$ cat config.mk
export PLATFORM = sky130hd
export DESIGN_NAME = id_ex_stage
export DESIGN_NICKNAME = d
export VERILOG_FILES = /design/src/rtl/id_ex_stage.sv
export SDC_FILE = /design/constraint.sdc
export NUM_CORES = 1
export LEC_CHECK = 0
export CAP_MARGIN = 20
export CELL_PAD_IN_SITES_DETAIL_PLACEMENT = 0
export CELL_PAD_IN_SITES_GLOBAL_PLACEMENT = 1
export CORE_AREA = 2 2 179 181
export DETAILED_ROUTE_END_ITERATION = 7
export DIE_AREA = 0 0 181 183
export PLACE_DENSITY = 0.78
export RECOVER_POWER = 100
export REMOVE_ABC_BUFFERS = 1
export SYNTH_ARGS = -nofsm -noshare
export SYNTH_HDL_FRONTEND = slang
export SYNTH_SLANG_ARGS = --single-unit
$ cat constraint.sdc
create_clock -name clk -period 2.86 [get_ports clk]
set_clock_uncertainty 0.1 [all_clocks]
set_input_delay 0.715 -clock clk [delete_from_list [all_inputs] [get_ports clk]]
set_output_delay 0.715 -clock clk [all_outputs]
set_load 0.01 [all_outputs]
$ cat src/rtl/id_ex_stage.sv
// rtl/id_ex_stage.sv - ID/EX pipeline register with load-use hazard detection, flush and external stall
// Optional performance counters are built only when ID_EX_PERF_CNT_EN is defined.

module id_ex_stage (
    input  logic        clk,
    input  logic        rst_n,

    input  logic [1:0]  imm_sel_d,
    input  logic [1:0]  alu_type_sel_d,
    input  logic        b_imm_sel_d,
    input  logic        branch_d,
    input  logic        jump_d,
    input  logic        memwrite_en_d,
    input  logic        regwrite_en_d,
    input  logic        wb_sel_d,
    input  logic [2:0]  alucontrol_d,
    input  logic [6:0]  alucontrol7_d,
    input  logic [31:0] pc_d,
    input  logic [31:0] pc_plus4_d,
    input  logic [31:0] rd1_d,
    input  logic [31:0] rd2_d,
    input  logic [31:0] imm_d,
    input  logic [4:0]  rs1_d,
    input  logic [4:0]  rs2_d,
    input  logic [4:0]  rd_d,
    input  logic        valid_d,

    input  logic        flush_e,
    input  logic        stall_ext,

    output logic [1:0]  imm_sel_e,
    output logic [1:0]  alu_type_sel_e,
    output logic        b_imm_sel_e,
    output logic        branch_e,
    output logic        jump_e,
    output logic        memwrite_en_e,
    output logic        regwrite_en_e,
    output logic        wb_sel_e,
    output logic [2:0]  alucontrol_e,
    output logic [6:0]  alucontrol7_e,
    output logic [31:0] pc_e,
    output logic [31:0] pc_plus4_e,
    output logic [31:0] rd1_e,
    output logic [31:0] rd2_e,
    output logic [31:0] imm_e,
    output logic [4:0]  rs1_e,
    output logic [4:0]  rs2_e,
    output logic [4:0]  rd_e,
    output logic        valid_e,

    output logic        stall_f,
    output logic        stall_d,
    output logic        bubble_e,

    output logic [31:0] bubble_cnt,
    output logic [31:0] flush_cnt
);

    logic load_use;
    logic take_bubble;
    logic load_zero;

    // A load in EX (memory writeback, not a store) whose destination is read by the ID instruction.
    assign load_use = valid_e & regwrite_en_e & wb_sel_e & ~memwrite_en_e
                    & (rd_e != 5'd0) & valid_d
                    & ((rs1_d == rd_e) | (rs2_d == rd_e));

    assign stall_f = load_use | stall_ext;
    assign stall_d = load_use | stall_ext;

    assign take_bubble = ~flush_e & ~stall_ext & load_use;
    assign load_zero   = flush_e | take_bubble;

    always_ff @(posedge clk or negedge rst_n) begin
        if (!rst_n) begin
            imm_sel_e      <= 2'd0;
            alu_type_sel_e <= 2'd0;
            b_imm_sel_e    <= 1'b0;
            branch_e       <= 1'b0;
            jump_e         <= 1'b0;
            memwrite_en_e  <= 1'b0;
            regwrite_en_e  <= 1'b0;
            wb_sel_e       <= 1'b0;
            alucontrol_e   <= 3'd0;
            alucontrol7_e  <= 7'd0;
            pc_e           <= 32'd0;
            pc_plus4_e     <= 32'd0;
            rd1_e          <= 32'd0;
            rd2_e          <= 32'd0;
            imm_e          <= 32'd0;
            rs1_e          <= 5'd0;
            rs2_e          <= 5'd0;
            rd_e           <= 5'd0;
            valid_e        <= 1'b0;
            bubble_e       <= 1'b0;
        end else if (load_zero) begin
            imm_sel_e      <= 2'd0;
            alu_type_sel_e <= 2'd0;
            b_imm_sel_e    <= 1'b0;
            branch_e       <= 1'b0;
            jump_e         <= 1'b0;
            memwrite_en_e  <= 1'b0;
            regwrite_en_e  <= 1'b0;
            wb_sel_e       <= 1'b0;
            alucontrol_e   <= 3'd0;
            alucontrol7_e  <= 7'd0;
            pc_e           <= 32'd0;
            pc_plus4_e     <= 32'd0;
            rd1_e          <= 32'd0;
            rd2_e          <= 32'd0;
            imm_e          <= 32'd0;
            rs1_e          <= 5'd0;
            rs2_e          <= 5'd0;
            rd_e           <= 5'd0;
            valid_e        <= 1'b0;
            // Flush wins over a coincident load-use, and a flush bubble is not flagged.
            bubble_e       <= ~flush_e;
        end else if (!stall_ext) begin
            imm_sel_e      <= imm_sel_d;
            alu_type_sel_e <= alu_type_sel_d;
            b_imm_sel_e    <= b_imm_sel_d;
            // Side-effecting controls of a non-instruction must never reach EX.
            branch_e       <= branch_d & valid_d;
            jump_e         <= jump_d & valid_d;
            memwrite_en_e  <= memwrite_en_d & valid_d;
            regwrite_en_e  <= regwrite_en_d & valid_d;
            wb_sel_e       <= wb_sel_d;
            alucontrol_e   <= alucontrol_d;
            alucontrol7_e  <= alucontrol7_d;
            pc_e           <= pc_d;
            pc_plus4_e     <= pc_plus4_d;
            rd1_e          <= rd1_d;
            rd2_e          <= rd2_d;
            imm_e          <= imm_d;
            rs1_e          <= rs1_d;
            rs2_e          <= rs2_d;
            rd_e           <= rd_d;
            valid_e        <= valid_d;
            bubble_e       <= 1'b0;
        end
    end

`ifdef ID_EX_PERF_CNT_EN
    logic [31:0] bubble_cnt_q;
    logic [31:0] flush_cnt_q;

    // take_bubble already excludes stall_ext, so both counters hold under stall unless flushing.
    always_ff @(posedge clk or negedge rst_n) begin
        if (!rst_n) begin
            bubble_cnt_q <= 32'd0;
            flush_cnt_q  <= 32'd0;
        end else begin
            if (take_bubble && (bubble_cnt_q != 32'hFFFF_FFFF)) begin
                bubble_cnt_q <= bubble_cnt_q + 32'd1;
            end
            if (flush_e && (flush_cnt_q != 32'hFFFF_FFFF)) begin
                flush_cnt_q <= flush_cnt_q + 32'd1;
            end
        end
    end

    assign bubble_cnt = bubble_cnt_q;
    assign flush_cnt  = flush_cnt_q;
`else
    assign bubble_cnt = 32'h0;
    assign flush_cnt  = 32'h0;
`endif

endmodule

# After elaboration in Yosys (flattened, before gate mapping)
# Index checks and enable logic that the tools add are counted.
[totals] wordCells=82 register_bits=197 in_bits=200 output_inout_bits=263
[classes] muxes=40 n_bitwise=18 n_eq_ne=3 n_reduce_logical=1
[op_table] cell="$mux 32" n=10
[op_table] cell="$mux 5" n=6
[op_table] cell="$mux 1" n=16
[op_table] cell="$mux 7" n=2
[op_table] cell="$and 1x1->1" n=12
[op_table] cell="$eq 5x5->1" n=2
[op_table] cell="$mux 2" n=4
[op_table] cell="$mux 3" n=2
[op_table] cell="$reduce_bool 5->1" n=1
[op_table] cell="$not 1->1" n=3
[op_table] cell="$or 1x1->1" n=3
[op_table] cell="$ne 2x1->1 const B" n=1

# Longest topological paths before layout
# Gate-level depths: netlist of the first run.
[depth] word_depth=9 mapped_depth=7 depth_no_buf=5

# Least setup slack after synthesis of the first run
# Ideal clock, no wire load.
[synth_path] path_kind="in2out" startpoint="in rs2_d[4]" endpoint="out stall_f" path_slack_ns=0.268 n_path_buf=2 required_ns=2.045 cell_stages=7 arrival_ns=1.777 path_cell_list="xnor2_1 > nand3_1 > nor3_1 > o21ai_4 > buf_6 > nand2b_1 > buf_4"
[synth_between] elab_chain_len=4
[synth_lines] element="start: declaration" line_no="24" rtl="input logic [4:0] rs2_d,"
[synth_lines] element="$eq 5x5->1" line_no="66" rtl="& ((rs1_d == rd_e) | (rs2_d == rd_e));"
[synth_lines] element="$or 1x1->1" line_no="66"
[synth_lines] element="$and 1x1->1" line_no="66"
[synth_lines] element="$or 1x1->1"
[synth_lines] element="end: declaration" line_no="51" rtl="output logic stall_f,"
# No other way between the ends.

# Final worst setup path of the first run
[layout_path] startpoint="reg rd_e[4]" endpoint="out stall_d"
[layout_between] elab_chain_len=5 elab_cells_between_ends=8 classes_between="eq/ne: 2; bitwise: 5; reduce/logical: 1"
[layout_lines] element="start: declaration" line_no="48" rtl="output logic [4:0] rd_e,"
[layout_lines] element="start signal: assignment" line_no="137" rtl="rd_e <= rd_d;"
[layout_lines] element="$reduce_bool 5->1" line_no="65" rtl="& (rd_e != 5'd0) & valid_d"
[layout_lines] element="$and 1x1->1 (2 in series)" line_no="65"
[layout_lines] element="$and 1x1->1 *" line_no="66"
[layout_lines] element="$or 1x1->1 *" line_no="69" rtl="assign stall_d = load_use | stall_ext;"
[layout_lines] element="end: declaration" line_no="52" rtl="output logic stall_d,"
# Every way passes the cells marked *; elsewhere a longest branch is shown, timed or not.

==> flow_summary.ini, run 1 <==
[sta]
setup_violations = 0
fin_crit_sh_pct = 95.7
tightest_slew_ns = 1.54
max_freq_mhz = 365
max-slew-margin-rel_pct = -2.57
rsz0062_at_grt = false
post-route-min-period_ns = 2.74
drv_slew = 58
hold_viol = 0

[synthesis]
synthArstFlopShare_pct = 100
synth_xor_area_share_pct = 1.10
synth_top_family_by_area = compound AO/OA/AOI/OAI gates
synthFlopType = dfrtp_1
ys_seq_area_share_pct = 62.1
ys_types = 21
ys_seq_elements = 197
yosysWarningCount = 0
synth_edf_count = 0
synth-simple-area-share_pct = 1.21
syn_avg_cell_area_um2 = 14.4
synthAdderAreaFrac_pct = 0
synthMuxAreaShare_pct = 0
synth_compound_area_share_pct = 25.0
synthCells = 551
netlist_area_um2 = 7930

[cells_and_area]
fill_cells = 2988
antenna_cells = 0
multi_input_area_um2 = 2450
fin_util_pct = 41.1
regArea_um2 = 4930
drive_gt1_share_pct = 8.39
fin_cells = 1355
syn2layout_area_growth_pct = 61.7
final_nets = 1140

[power]
p_leak_nw = 5.81
peakVddDrop_mv = 0.430
power_density_nw_per_um2 = 513

[routing]
drc = 0
final_antenna_net_count = 0
avgViaCountPerCell = 4.84
vias = 6558
dr.pass1.iters = 5
wl_per_cell_um = 19.0
drtIter0Drc = 345
postRouteWirelength_um = 25800

[floorplan]
io_pins = 463
fp.dieW_um = 181
die_y_um = 183
rows = 65
die_area_um2 = 33100
core_area_um2 = 31200
start_util_pct = 25.4

[min_path]
hp-class = reg2reg
hold_path_depth = 1
worstHoldEndpoint = imm_e[17]$_DFFE_PN0P_
hp-start = imm_e[17]$_DFFE_PN0P_

[outcome]
status = finished with violations
violations = capacitance limit, slew limit

[worst_setup_path]
critical_path_arrival_ns = 1.92
critPathLaunch = rd_e[4]$_DFFE_PN0P_
reg2regPathDepth = 7
crit_path_start_kind = flop
end_kind = output pin
r2r_end = rd2_e[10]$_DFFE_PN0P_
cp_max_fo = 4
r2r_start = rd_e[4]$_DFFE_PN0P_
rrSetupSlack_ns = 0.15
path_class = reg2out
required_ns = 2.05

[global_routing]
grt_pass1_wl_um = 39400
grt_pass1_vias = 6784
grt_max_degree = 98
track_usage_pct = 15.3
grt_antenna_before_repair = 0
grt-ovfl-total = 0

[placed_design]
numPortBuffers = 398
gp_congestion = 0.766
dp.cells = 1324
hpwl_um = 17800

[clock_tree]
ctsRootBufferMaster = clkbuf_16
path_clk_slew_ns = 0.07
cts_tree = done
cts.sinks = 197
h-tree-depth = 4
numCtsBuffers = 17
clk_path_buf_depth = 2
clkLatencyLatePin_ns = 0.44
hold_buffers = 0

[run]
maxCapViolations = 1
## Yosys cell counts (2+ instances only)
cell type,count,share of area (%)
buf_6,12,1.7
dfrtp_1,197,62
nor2_1,2,0.095
and3_1,4,0.32
a32o_1,192,24
clkbuf_1,43,2.0
xnor2_1,6,0.66
buf_4,67,6.3
nand3_1,3,0.19
buf_2,7,0.44
xor2_1,4,0.44
a22o_1,4,0.44
nor3_1,2,0.13
## registers in the layout, indices dropped and copies added (netlist names)
name            count
imm_e              32
pc_e               32
pc_plus4_e         32
rd1_e              32
rd2_e              32
alucontrol7_e       7
rd_e                5
rs1_e               5
rs2_e               5
alucontrol_e        3
alu_type_sel_e      2
imm_sel_e           2
b_imm_sel_e         1
branch_e            1
bubble_e            1
jump_e              1
memwrite_en_e       1
regwrite_en_e       1
valid_e             1
wb_sel_e            1
## critical path, cell delays in order (launching register included)
cell and delay [ns]:
dfrtp_1 0.47, or4_4 0.46, nor2_4 0.12, nor4b_4 0.06, o21ai_4 0.10, nand2b_1 0.11, buf_2 0.15
## final cells by class
| class | count | share of cell area, % |
|---|---|---|
| flip-flops and latches | 197 | 38.4 |
| repair buffers | 436 | 33.8 |
| multi-input cells | 288 | 19.1 |
| well taps | 402 | 3.92 |
| clock buffers | 18 | 3.42 |
| clock inverters | 14 | 1.30 |
## cell families (layout without fill, tap and decap cells)
kind of cell | after synthesis | count (layout)
AOI/OAI and AO/OA | 198 | 198
xor gates and xnor gates | 10 | 10
buffers and inverters | 129 | 468
DFF | 197 | 197
other | 1 | 64
and+or+nand+nor | 16 | 16
## cells in the final DEF, fill, tap and decap left out, types with 2 or more instances in the layout
cell type	instances
nor3_2	2
clkbuf_2	3
buf_2	2
inv_6	2
dlygate4sd3_1	195
conb_1	64
and3_1	4
buf_4	23
clkinvlp_4	2
nor2_4	2
clkbuf_16	17
a22o_1	4
dfrtp_1	196
inv_8	3
clkinv_4	4
xnor2_1	6
nand3_1	2
bufinv_16	2
xor2_1	4
a32o_1	192
buf_12	8
clkbuf_1	3
clkdlybuf4s50_1	189
dlygate4sd2_1	11
## power by group
part | internal [mW] | switching, mW | total [mW]
clock network | 1.34 | 1.16 | 2.50
logic | 0.608 | 0.455 | 1.06
registers | 2.94 | 0.0808 | 3.02
## routing by layer
layer	vias up	part of all wire, %	global-route usage (%)
met5	-	0	0
met4	0	1.7	4.42
met3	26	7.9	5.66
met2	291	49	25.5
met1	3363	41	18.6
li1	2878	-	-
## through the flow
stage | TNS, ns | hold WS [ns] | worst slack [ns] | area (µm²) | total power [mW]
2_1_floorplan | -965.77 | 0.319 | -5.21 | 7330 | 3.43
3_3_place_gp | -83.05 | 0.369 | -0.665 | 12300 | 4.21
3_5_place_dp | -84.85 | 0.378 | -0.663 | 12300 | 4.22
4_1_cts | 0 | 0.144 | 0.00153 | 12900 | 6.76
5_1_grt | 0 | 0.398 | 0.00850 | 12800 | 6.89
6_report | 0 | 0.386 | 0.123 | 12800 | 6.58
## what timing repair did
action	4_1_cts	5_1_grt
setup endpoints to repair	131	134
pin swaps	12	1
gates resized for setup	26	5
setup buffers	0	0
## worst max-delay path by stage
stage / slack (ns) / end
final: 0.12 / stall_d
after global routing: 0.009 / stall_d
after CTS: 0.002 / stall_d
after detailed placement: -0.66 / imm_e[29]$_DFFE_PN0P_
after global placement: -0.66 / imm_e[29]$_DFFE_PN0P_
after floorplan: -5.21 / branch_e$_DFFE_PN0P_
(Power assumes the default switching activity.)
==> run 2, diff against run 1 <==
--- a/config.mk
+++ b/config.mk
@@ -14,6 +14,7 @@
 export PLACE_DENSITY = 0.78
 export RECOVER_POWER = 100
 export REMOVE_ABC_BUFFERS = 1
+export SKIP_LAST_GASP = 1
 export SYNTH_ARGS = -nofsm -noshare
 export SYNTH_HDL_FRONTEND = slang
 export SYNTH_SLANG_ARGS = --single-unit
==> results of run 2 <==
No change in the layout: final DEF, timing and power equal those of run 1.
==> run 3, diff against run 2 <==
==> constraint.sdc (replaced) <==
create_clock -name clk -period 2.55 [get_ports clk]
set_clock_uncertainty 0.1 [all_clocks]
set_input_delay 0.6375 -clock clk [delete_from_list [all_inputs] [get_ports clk]]
set_output_delay 0.6375 -clock clk [all_outputs]
set_load 0.01 [all_outputs]
==> run 3 against run 2 <==
The run ends with capacitance limit, slew limit, setup timing left. Register-to-register slack got worse by 0.15 ns. Worst hold slack lost 0.00054 ns. Non-clock buffer count grew 17. Core utilization increased by 0.52 points. Die area is the same. Clock-buffer cell count rose by 3. Critical path type is now in2out. Sequential share of layout area fell by 0.48 points. First-iteration DRC count rose by 2.9%. Via count fell by 0.11%. Cell area grew 1.3%. Clock power increased by 11%. Largest power group unchanged. Critical path depth unchanged.
==> flow_summary.ini, run 3 (synthesis gave the netlist of run 1 again) <==
[worst_setup_path]
cp_max_fo = 2
path_class = in2out
path_delay_family = buffers and inverters
reg2regPathDepth = 7
cp_num_cells = 6
critPathMaxStageDelay_ns = 0.51
critical_path_arrival_ns = 1.95
end_kind = output pin
critPathBufInv = 2
required_ns = 1.81
crit_path_start_kind = input pin
crit_slowest_cell = clkdlybuf4s50_1
cp_cell_sequence = clkdlybuf4s50_1 -> nand3_2 -> nor4b_4 -> o21ai_4 -> nand2b_1 -> buf_2

[clock_tree]
clk_path_buf_depth = 2
cts.sinks = 197
clkLatencyLatePin_ns = 0.43
numCtsBuffers = 17
h-tree-depth = 4
path_clk_slew_ns = 0.07
cts_tree = done
ctsRootBufferMaster = clkbuf_16
cts_setup_buffers = 0

[placed_design]
hpwl_um = 18300
dpl_worst_slack_ns = -0.760
numPortBuffers = 398
placed_area_um2 = 12400
gp_congestion = 0.758

[floorplan]
rows = 65
core_area_um2 = 31200
start_util_pct = 25.4
die_area_um2 = 33100
io_pins = 463
fp.dieW_um = 181
die_y_um = 183

[outcome]
violations = capacitance limit, slew limit, setup timing
status = finished with violations

[routing]
final_antenna_net_count = 0
vias = 6551
drc = 0
avgViaCountPerCell = 4.78
drtIter0Drc = 355
wl_per_cell_um = 18.9
postRouteWirelength_um = 25800
dr.pass1.iters = 4

[global_routing]
grt_pass1_vias = 6721
top_usage_layer = met2
grt-ovfl-total = 0
grt_pass1_wl_um = 39500
grt_max_degree = 103
track_usage_pct = 15.3
met2_usage_pct = 26.1
grt_antenna_before_repair = 0
use_met1_pct = 18.6
grtUsageMet3_pct = 5.38

[min_path]
hp-class = reg2reg
hold_path_depth = 1

[cells_and_area]
syn2layout_area_growth_pct = 63.7
final_cell_mix = 196 x dfrtp_1, 193 x dlygate4sd3_1, 192 x a32o_1, 192 x clkdlybuf4s50_1, 64 x conb_1
fill_cells = 2982
drive_gt1_share_pct = 10.1
finalInstanceArea_um2 = 13000
final_common_cell = dfrtp_1
final_nets = 1157
antenna_cells = 0

[power]
peakVddDrop_mv = 0.341
p_leak_nw = 5.90
power_density_nw_per_um2 = 570

[sta]
hold_viol = 0
setup_violations = 5
rsz0062_at_grt = true
drv_slew = 64
fin_ws_ns = -0.139
max_freq_mhz = 372
hold_slack_ns = 0.386
tightest_slew_ns = 1.68
fin_crit_sh_pct = 105
max-slew-margin-rel_pct = -12.1
post-route-min-period_ns = 2.69

[run]
maxCapViolations = 1
[run 3: area by class of cell]
cell class | instances | area, µm² | area share (%)
Sequential cell | 197 | 4930 | 38.0
Timing Repair Buffer | 453 | 4480 | 34.5
Multi-Input combinational cell | 288 | 2480 | 19.1
Tap cell | 402 | 503 | 3.87
Clock buffer | 21 | 470 | 3.62
Clock inverter | 10 | 123 | 0.944
[run 3: per-layer routing]
| layer | wire length [µm] | vias to the layer above | share of wire (%) |
|---|---|---|---|
| li1 | - | 2909 | - |
| met1 | 10700 | 3355 | 42 |
| met4 | 252 | 0 | 0.98 |
| met5 | 0 | - | 0 |
| met3 | 2040 | 13 | 7.9 |
| met2 | 12800 | 274 | 50 |
[run 3: what timing repair did]
item,in CTS,in global routing
hold buffers,0,0
resized for setup,25,5
gates cloned,0,0
pin swaps,10,4
endpoints found under the hold margin,0,0
setup endpoints to repair,2,2
[run 3: power breakdown]
part           internal (mW)  switching (mW)  total (mW)  leakage (nW)
sequential              3.29          0.0901        3.38          2.62
clock                   1.53            1.25        2.78         0.282
combinational          0.709           0.521        1.23          3.00
total                   5.53            1.87        7.40          5.90
[run 3: worst paths after layout]
check | end | slack (ns) | from
max | stall_d | -0.14 | valid_d
min | pc_e[17]$_DFFE_PN0P_ | 0.39 | pc_e[17]$_DFFE_PN0P_
max reg2reg | pc_plus4_e[27]$_DFFE_PN0P_ | 0 | rd_e[4]$_DFFE_PN0P_
min reg2reg | pc_e[17]$_DFFE_PN0P_ | 0.39 | pc_e[17]$_DFFE_PN0P_
max in group asynchronous | rd1_e[3]$_DFFE_PN0P_ | 0.39 | rst_n
min in group asynchronous | imm_sel_e[0]$_DFFE_PN0P_ | 0.54 | rst_n
[run 3: through the flow]
stage / utilization (%) / setup TNS [ns] / cells / total power [mW]
after global placement: 39.9 / -59.81 / 1341 / 4.74
final: 41.6 / -0.289 / 1371 / 7.40
after detailed placement: 39.9 / -58.18 / 1341 / 4.76
after global routing: 41.6 / -3.83 / 1371 / 7.75
after floorplan: - / -1011.88 / 485 / 3.85
after CTS: 41.8 / -0.399 / 1371 / 7.61
